### config.mk
export PLATFORM = sky130hd
export DESIGN_NAME = imm_gen_pipe_flat
export DESIGN_NICKNAME = d
export VERILOG_FILES = /design/src/rtl/imm_gen_pipe_if.sv /design/src/rtl/imm_gen_pipe.sv /design/src/flat_wrapper.sv
export SDC_FILE = /design/constraint.sdc
export NUM_CORES = 1
export LEC_CHECK = 0
export ABC_AREA = 1
export CAP_MARGIN = 20
export CORE_ASPECT_RATIO = 1.2
export CORE_MARGIN = 3
export CORE_UTILIZATION = 50
export CTS_CLUSTER_DIAMETER = 50
export CTS_CLUSTER_SIZE = 10
export DETAILED_ROUTE_END_ITERATION = 8
export HOLD_SLACK_MARGIN = 0.1
export PLACE_DENSITY = 0.76
export SLEW_MARGIN = 0
export SYNTH_ARGS = -nofsm -noshare
export SYNTH_HDL_FRONTEND = slang
export SYNTH_SLANG_ARGS = --single-unit
export TNS_END_PERCENT = 1
### constraint.sdc
create_clock -name clk -period 2.11 [get_ports clk]
set_input_delay 0.3165 -clock clk [delete_from_list [all_inputs] [get_ports clk]]
set_output_delay 0.3165 -clock clk [all_outputs]
set_load 0.01 [all_outputs]
### src/rtl/imm_gen_pipe_if.sv
// Handshake bundle for imm_gen_pipe: instruction/tag in, decoded immediate/format/tag out.
// The slave modport is the generator's view; the master modport is the producer/consumer view.
interface imm_gen_pipe_if #(
    parameter int unsigned XLEN  = 32,
    parameter int unsigned TAG_W = 32
);
    logic              in_valid;
    logic              in_ready;
    logic [31:0]       in_inst;
    logic [TAG_W-1:0]  in_tag;

    logic              out_valid;
    logic              out_ready;
    logic [XLEN-1:0]   out_imm;
    logic [2:0]        out_fmt;
    logic              out_illeg;
    logic [TAG_W-1:0]  out_tag;
    logic [15:0]       illeg_cnt;

    modport slave (
        input  in_valid, in_inst, in_tag, out_ready,
        output in_ready, out_valid, out_imm, out_fmt, out_illeg, out_tag, illeg_cnt
    );

    modport master (
        output in_valid, in_inst, in_tag, out_ready,
        input  in_ready, out_valid, out_imm, out_fmt, out_illeg, out_tag, illeg_cnt
    );
endinterface

### src/rtl/imm_gen_pipe.sv
// Pipelined RV immediate generator: decodes I/S/B/U/J from the opcode and sign-extends to XLEN.
// Two entries of storage (output register + skid entry) with a registered in_ready.
module imm_gen_pipe #(
    parameter int unsigned XLEN  = 32,
    parameter int unsigned TAG_W = 32
) (
    input logic           clk,
    input logic           rst,
    imm_gen_pipe_if.slave bus
);

    localparam logic [2:0] FMT_NONE = 3'd0;
    localparam logic [2:0] FMT_I    = 3'd1;
    localparam logic [2:0] FMT_S    = 3'd2;
    localparam logic [2:0] FMT_B    = 3'd3;
    localparam logic [2:0] FMT_U    = 3'd4;
    localparam logic [2:0] FMT_J    = 3'd5;
    localparam int unsigned CNT_W   = 16;

    typedef struct packed {
        logic [XLEN-1:0]  imm;
        logic [2:0]       fmt;
        logic             illeg;
        logic [TAG_W-1:0] tag;
    } entry_t;

    typedef enum logic [1:0] {
        S_EMPTY,
        S_ONE,
        S_TWO
    } state_t;

    state_t           state;
    state_t           state_n;
    entry_t           out_q;
    entry_t           out_n;
    entry_t           skid_q;
    entry_t           skid_n;
    entry_t           dec;
    logic [31:0]      inst;
    logic [31:0]      imm32;
    logic             out_valid_q;
    logic             in_ready_q;
    logic [CNT_W-1:0] illeg_cnt_q;
    logic             accept;
    logic             drain;

    assign inst   = bus.in_inst;
    assign accept = bus.in_valid && in_ready_q;
    assign drain  = out_valid_q && bus.out_ready;

    // Format decode and 32-bit immediate assembly; widened to XLEN by sign extension
    always_comb begin
        imm32     = 32'd0;
        dec       = '0;
        dec.tag   = bus.in_tag;
        dec.fmt   = FMT_NONE;
        dec.illeg = 1'b0;
        case (inst[6:0])
            7'b0010011, 7'b0000011, 7'b1100111, 7'b1110011: begin
                dec.fmt = FMT_I;
                imm32   = {{20{inst[31]}}, inst[31:20]};
            end
            7'b0100011: begin
                dec.fmt = FMT_S;
                imm32   = {{20{inst[31]}}, inst[31:25], inst[11:7]};
            end
            7'b1100011: begin
                dec.fmt = FMT_B;
                imm32   = {{19{inst[31]}}, inst[31], inst[7], inst[30:25], inst[11:8], 1'b0};
            end
            7'b0110111, 7'b0010111: begin
                dec.fmt = FMT_U;
                imm32   = {inst[31:12], 12'd0};
            end
            7'b1101111: begin
                dec.fmt = FMT_J;
                imm32   = {{11{inst[31]}}, inst[31], inst[19:12], inst[20], inst[30:21], 1'b0};
            end
            default: begin
                dec.illeg = 1'b1;
            end
        endcase
        dec.imm = XLEN'($signed(imm32));
    end

    // Occupancy FSM: next state and next contents of the output and skid registers
    always_comb begin
        state_n = state;
        out_n   = out_q;
        skid_n  = skid_q;
        case (state)
            S_EMPTY: begin
                if (accept) begin
                    out_n   = dec;
                    state_n = S_ONE;
                end
            end
            S_ONE: begin
                if (accept && drain) begin
                    out_n = dec;
                end else if (accept) begin
                    skid_n  = dec;
                    state_n = S_TWO;
                end else if (drain) begin
                    state_n = S_EMPTY;
                end
            end
            S_TWO: begin
                // in_ready is low here, so only a drain can happen
                if (drain) begin
                    out_n   = skid_q;
                    state_n = S_ONE;
                end
            end
            default: begin
                state_n = S_EMPTY;
            end
        endcase
    end

    always_ff @(posedge clk) begin
        if (rst) begin
            state       <= S_EMPTY;
            out_q       <= '0;
            skid_q      <= '0;
            out_valid_q <= 1'b0;
            in_ready_q  <= 1'b1;
            illeg_cnt_q <= '0;
        end else begin
            state       <= state_n;
            out_q       <= out_n;
            skid_q      <= skid_n;
            out_valid_q <= (state_n != S_EMPTY);
            in_ready_q  <= (state_n != S_TWO);
            if (accept && dec.illeg && (illeg_cnt_q != {CNT_W{1'b1}})) begin
                illeg_cnt_q <= illeg_cnt_q + CNT_W'(1);
            end
        end
    end

    assign bus.in_ready  = in_ready_q;
    assign bus.out_valid = out_valid_q;
    assign bus.out_imm   = out_q.imm;
    assign bus.out_fmt   = out_q.fmt;
    assign bus.out_illeg = out_q.illeg;
    assign bus.out_tag   = out_q.tag;
    assign bus.illeg_cnt = illeg_cnt_q;

endmodule

### src/flat_wrapper.sv
// flat-port wrapper written by rule: the top's interface ports become plain ports
module imm_gen_pipe_flat 
#(
    parameter int unsigned XLEN  = 32,
    parameter int unsigned TAG_W = 32
)
  (clk, rst, bus_in_valid, bus_in_inst, bus_in_tag, bus_out_ready, bus_in_ready, bus_out_valid, bus_out_imm, bus_out_fmt, bus_out_illeg, bus_out_tag, bus_illeg_cnt);
  imm_gen_pipe_if #(.XLEN(XLEN), .TAG_W(TAG_W)) bus_i ();
  input logic clk;
  input logic rst;
  input wire logic [$bits(bus_i.in_valid)-1:0] bus_in_valid;
  input wire logic [$bits(bus_i.in_inst)-1:0] bus_in_inst;
  input wire logic [$bits(bus_i.in_tag)-1:0] bus_in_tag;
  input wire logic [$bits(bus_i.out_ready)-1:0] bus_out_ready;
  output wire logic [$bits(bus_i.in_ready)-1:0] bus_in_ready;
  output wire logic [$bits(bus_i.out_valid)-1:0] bus_out_valid;
  output wire logic [$bits(bus_i.out_imm)-1:0] bus_out_imm;
  output wire logic [$bits(bus_i.out_fmt)-1:0] bus_out_fmt;
  output wire logic [$bits(bus_i.out_illeg)-1:0] bus_out_illeg;
  output wire logic [$bits(bus_i.out_tag)-1:0] bus_out_tag;
  output wire logic [$bits(bus_i.illeg_cnt)-1:0] bus_illeg_cnt;
  assign bus_i.in_valid = bus_in_valid;
  assign bus_i.in_inst = bus_in_inst;
  assign bus_i.in_tag = bus_in_tag;
  assign bus_i.out_ready = bus_out_ready;
  assign bus_in_ready = bus_i.in_ready;
  assign bus_out_valid = bus_i.out_valid;
  assign bus_out_imm = bus_i.out_imm;
  assign bus_out_fmt = bus_i.out_fmt;
  assign bus_out_illeg = bus_i.out_illeg;
  assign bus_out_tag = bus_i.out_tag;
  assign bus_illeg_cnt = bus_i.illeg_cnt;
  imm_gen_pipe #(.XLEN(XLEN), .TAG_W(TAG_W)) u_core (.clk(clk), .rst(rst), .bus(bus_i));
endmodule
# ---- Word level (Yosys, flattened, before mapping)
# Cells that the tools add are included.
dict set report word_totals {
  ff_bits 156
  latchBits 0
  mem_bits_rw 0
  output_inout_bits 86
  n_memories 0
  wordCells 56
  mem_bits_ro 0
}
dict set report classes {
  n_reduce_logical 13
  mul 0
  div_mod_pow 0
  n_addsub 1
  n_bitwise 1
  magnitude_cmp 0
  n_shift 0
  n_eq_ne 16
  n_mux 13
}
# op n
set ops {}
lappend ops {{$mux W68} 3}
lappend ops {{$pmux W68 S3} 1}
lappend ops {{$pmux W32 S5} 1}
lappend ops {{$eq A7 B7 Y1 const B} 4}
lappend ops {{$add A16 B1 Y16 const B} 1}
lappend ops {{$ne A16 B16 Y1 const B} 1}
lappend ops {{$pmux W3 S5} 1}
lappend ops {{$eq A7 B5 Y1 const B} 2}
lappend ops {{$eq A7 B6 Y1 const B} 2}
lappend ops {{$mux W2} 5}
lappend ops {{$reduce_or A9 Y1} 1}
lappend ops {{$eq A7 B2 Y1 const B} 1}
lappend ops {{$ne A2 B1 Y1 const B} 3}
lappend ops {{$pmux W2 S3} 1}
lappend ops {{$logic_and A1 B1 Y1} 5}
lappend ops {{$reduce_and A4 Y1} 1}
lappend ops {{$reduce_or A4 Y1} 1}
lappend ops {{$reduce_and A3 Y1} 1}
lappend ops {{$reduce_bool A3 Y1} 1}
lappend ops {{$eq A2 B1 Y1 const B} 1}
lappend ops {{$eq A2 B2 Y1 const B} 1}
lappend ops {{$logic_not A2 Y1} 1}
lappend ops {{$ne A2 B2 Y1 const B} 1}
lappend ops {{$reduce_bool A2 Y1} 1}
lappend ops {{other kinds (3)} 3}

# ---- Longest topological paths before layout
dict set report depth {
  depth_word 6
  ltp_mapped 11
  depth_no_buf 10
}

# ---- Least setup slack after synthesis
# Ideal clock, no wire load.
dict set report synth_path {
  path_type {flip-flop to flip-flop}
  from {register u_core.illeg_cnt_q[0], in the netlist u_core.bus.illeg_cnt[0]}
  to {register u_core.illeg_cnt_q[10], in the netlist u_core.bus.illeg_cnt[10]}
  t_required_ns 1.967
  n_path_buf 1
  setup_time_ns 0.143
  period_less_slack_ns 1.642
  path_slack_ns 0.468
  path_stages_with_launch 10
  t_arrival_ns 1.499
  cell_sequence {dfxtp_1 -> ha_1 -> nand3_2 -> nor2_4 -> nand2_2 -> nor2_4 -> nor2_4 -> buf_2 -> nand3_1 -> a21oi_2}
}
dict set report synth_via {
  elab_chain_cells 2
  elab_cells_between_ends 3
  cone_classes {add/sub: 1; eq/ne: 1; reduce/logical: 1}
}
# element line
set synth_lines {}
lappend synth_lines {{start, declared} imm_gen_pipe.sv:44} ;# logic [CNT_W-1:0] illeg_cnt_q;
lappend synth_lines {{start signal, assigned} imm_gen_pipe.sv:137} ;# illeg_cnt_q <= illeg_cnt_q + CNT_W'(1);
lappend synth_lines {{branches (longest 2 deep; another with $add A16 B1 Y16)} --}
# Several ways; the timed one is not identified.
# A chain may end at the register's enable or synchronous reset.

# ---- Worst setup path after layout
dict set report layout_path {
  from {register u_core.illeg_cnt_q[9], in the netlist u_core.bus.illeg_cnt[9]}
  to {output bus_illeg_cnt[9]}
}
# element line
set layout_rtl {}
lappend layout_rtl {{end, declared} flat_wrapper.sv:21} ;# output wire logic [$bits(bus_i.illeg_cnt)-1:0] bus_illeg_cnt;
# No word-level cell between the ends.

==> flow_metrics.py <==
metrics = {
    "floorplan": {
        "die_w_um": 115,
        "coreArea_um2": 13800,
        "dieArea_um2": 15600,
        "initial_utilization_pct": 51.3,
        "fp.dieH_um": 136,
        "io_pins": 154,
        "rows": 47,
    },
    "critical_path": {
        "path_depth": 1,
        "r2r-end": "u_core.bus.illeg_cnt[13]$_SDFFE_PP0P_",
        "cp.arrival_ns": 1.49,
        "cp_num_buf_inv": 1,
        "r2r-start": "u_core.bus.illeg_cnt[0]$_SDFFE_PP0P_",
        "crit_start": "u_core.bus.illeg_cnt[9]$_SDFFE_PP0P_",
        "crit_end": "bus_illeg_cnt[9]",
        "end_kind": "output pin",
        "crit_family": "buffers and inverters",
        "slowest_stage": "clkdlybuf4s50_1",
        "worstRegToRegCells": 9,
        "reg2reg_setup_slack_ns": 0.32,
        "cpPeakStageDelay_ns": 0.59,
        "path_cells": "clkdlybuf4s50_1",
        "critPathLaunchType": "flip-flop",
        "cp_max_fo": 6,
        "critPathKind": "flip-flop to output pin",
        "required_ns": 1.79,
    },
    "power_and_ir_drop": {
        "internal_power_uw": 5680,
        "power_density_nw_per_um2": 854,
        "leakagePower_uw": 0.00399,
        "seq_power_share_pct": 42.7,
        "p_comb_share_pct": 19.8,
        "swShare_pct": 29.2,
        "pwr-share-clk_pct": 37.5,
        "max-vdd-ir-drop_mv": 0.599,
        "power.switching_uw": 2350,
    },
    "timing": {
        "relSlewSlack_pct": 57.8,
        "finalWorstSetupSlack_ns": 0.305,
        "max_freq_mhz": 554,
        "tightest_slew_ns": 0.633,
        "setup_viol": 0,
        "layout_min_cycle_time_ns": 1.80,
        "finalCritPeriodShare_pct": 85.5,
        "hold_viol_final": 0,
        "fin_tns_setup_ns": 0,
        "grt_setup_unrepaired": "no",
        "fin_worst_skew_ns": 0.00952,
        "drv_slew": 0,
    },
    "detailed_routing": {
        "vias": 7104,
        "ant_nets": 0,
        "wl_met1_um": 8230,
        "via_per_inst": 5.40,
        "dr_wl_met3_um": 1390,
        "routed_wl_um": 19300,
        "wl_per_cell_um": 14.6,
        "maxUsedRoutingLayer": "met4",
        "drtIter0Drc": 579,
        "drt-pass1-iter-count": 4,
        "drc": 0,
        "route.met2.wl_um": 9210,
    },
    "logic_synthesis": {
        "yosysWarningCount": 0,
        "synth_top_family_by_area": "simple AND/OR/NAND/NOR gates",
        "synth_area_um2": 7080,
        "ys_seq_area_share_pct": 44.1,
        "synth.distinct_cells": 33,
        "synth_fp_nets": 1069,
        "netlist_instances": 1000,
        "avgSynthCellArea_um2": 7.08,
        "ys_ff_latch": 156,
        "synth-xor-area-share_pct": 0.865,
        "synth-simple-area-share_pct": 26.7,
        "synth-adder-area-share_pct": 0.177,
        "synth_compound_area_share_pct": 19.7,
        "synthMuxAreaShare_pct": 0,
    },
    "placement": {
        "io_buffers": 153,
        "dp_cells": 1283,
        "place_hpwl_um": 12500,
        "gp_congestion": 0.853,
        "dp_worst_setup_slack_ns": 0.00293,
    },
    "clock_network": {
        "cts-resized-gates": 0,
        "cts_buffers": 17,
        "clock_path_buffers": 2,
        "cts_setup_buffers": 0,
        "path_clk_slew_ns": 0.06,
        "htree_levels": 4,
        "ctsRootBufferMaster": "clkbuf_16",
        "cts_tree": "yes",
        "cts_hold_repair.buffers": 0,
        "clk_latency_ns": 0.43,
        "clock-sinks": 156,
    },
    "run_status": {
        "status": "completed",
    },
    "run": {
        "drv_cap": 0,
    },
    "cells_and_area": {
        "final_nets": 1200,
        "final_cells": 1315,
        "antenna_cells": 0,
        "drive_gt1_share_pct": 8.65,
        "areaGrowthSynthToFinish_pct": 32.8,
    },
    "global_route": {
        "grt_pass1_vias": 6605,
        "grt_pass1_wl_um": 31800,
        "track_usage_pct": 25.1,
        "grt_start_max_net_pins": 66,
        "antenna_found_initial": 0,
        "grt.overflow.total": 0,
    },
    "hold_path": {
        "hold_depth": 4,
        "hold_class": "input pin to flip-flop",
    },
}
==> routing by layer <==
metal  vias to the layer above  global-route usage, %
li1                       3547                      -
met5                         -                      0
met4                         0                   8.12
met1                      3244                   31.3
met2                       279                   42.3
met3                        34                   6.10
==> cells by family after synthesis <==
family | Yosys count
AND/OR/NAND/NOR | 441
AO/OA/AOI/OAI | 257
flip-flops | 156
buffers and inverters | 138
XOR/XNOR | 7
adder cells (fa/ha/maj) | 1
==> power by group through the flow <==
| stage | Sequential, µW | Clock [µW] | Combinational [µW] |
|---|---|---|---|
| after floorplan | 3540 | 0 | 750 |
| after CTS | 3430 | 3040 | 1600 |
| after global routing | 3460 | 3170 | 1770 |
| final | 3430 | 3010 | 1590 |
| after global placement | 3480 | 0 | 1560 |
| after detailed placement | 3490 | 0 | 1580 |
==> cell type report <==
class	count	area, µm²
well taps	171	214
flip-flops and latches	156	3120
clock buffers	17	425
inverters	70	263
fillers	1198	4410
clock inverters	15	153
repair buffers	180	1850
multi-input cells	706	3370
==> Yosys cell counts <==
library cell | count | area, µm²
nand2_1 | 191 | 717
dfxtp_1 | 156 | 3120
nor2_1 | 151 | 567
o21ai_0 | 136 | 681
a21oi_1 | 71 | 355
nand3_1 | 70 | 350
inv_1 | 66 | 248
clkbuf_1 | 37 | 139
a31oi_1 | 27 | 169
buf_2 | 18 | 90.1
a21oi_2 | 10 | 87.6
nand2_2 | 9 | 56.3
a21o_1 | 6 | 45.0
a311oi_1 | 6 | 52.6
nor2_4 | 6 | 67.6
nand4_1 | 5 | 31.3
xor2_1 | 5 | 43.8
buf_1 | 4 | 15.0
buf_4 | 4 | 30.0
nand3_2 | 4 | 40.0
buf_6 | 3 | 33.8
inv_2 | 3 | 11.3
xnor2_1 | 2 | 17.5
a211oi_1 | 1 | 7.51
buf_12 | 1 | 20.0
clkbuf_2 | 1 | 5.00
clkinv_1 | 1 | 3.75
ha_1 | 1 | 12.5
nand2_4 | 1 | 11.3
nand2_8 | 1 | 20.0
nand3b_1 | 1 | 7.51
nor2_2 | 1 | 6.26
nor2_8 | 1 | 20.0
==> state kept, by name, indices dropped and copies added, names as in the netlist <==
signal                flops
u_core.skid_q            68
u_core.bus.out_imm       32
u_core.bus.out_tag       32
u_core.bus.illeg_cnt     16
u_core.bus.out_fmt        3
u_core.state              2
u_core.bus.in_ready       1
u_core.bus.out_illeg      1
u_core.bus.out_valid      1
==> metrics by stage <==
stage               instance area (µm²)  util (%)  hold slack, ns  total power, µW
global route                       9410      68.1           0.332             8400
finish                             9410      68.1           0.263             8030
CTS                                9410      68.1           0.264             8060
floorplan                          7080         -           0.455             4290
global placement                   8830      63.9           0.463             5040
detailed placement                 8830      63.9           0.471             5070
==> cell usage in the layout (no fill, tap or decap) <==
cell and n:
buf_12 10, nor2_4 6, nor2_2 1, nor2_8 1, inv_2 5, nor2_1 151
nand3_2 4, buf_4 17, bufinv_16 1, clkinv_4 3, buf_2 1, dfxtp_1 156
nand2_4 2, a21oi_1 71, inv_1 65, xnor2_1 2, a31oi_1 27, a311oi_1 6
a21oi_2 10, nand4_1 5, a21o_1 6, clkinv_2 2, nand3_1 70, ha_1 1
xor2_1 5, inv_6 6, clkdlybuf4s50_1 152, nand2_1 190, nand3b_1 1, a211oi_1 1
inv_8 3, nand2_8 1, o21ai_0 136, nand2_2 9, clkbuf_16 17
==> worst min path at each step <==
stage                     slack [ns]                                  end                            from
after global routing            0.33   u_core.bus.out_fmt[0]$_SDFFE_PP0P_                             rst
after global placement          0.46       u_core.skid_q[14]$_SDFFE_PP0P_  u_core.skid_q[14]$_SDFFE_PP0P_
after detailed placement        0.47   u_core.bus.out_tag[1]$_SDFFE_PP0P_   u_core.skid_q[1]$_SDFFE_PP0P_
after floorplan                 0.46       u_core.skid_q[10]$_SDFFE_PP0P_  u_core.skid_q[10]$_SDFFE_PP0P_
final                           0.26  u_core.bus.out_imm[30]$_SDFFE_PP0P_                             rst
after CTS                       0.26  u_core.bus.out_imm[30]$_SDFFE_PP0P_                             rst
No activity file was read; power rests on OpenSTA's default activity.
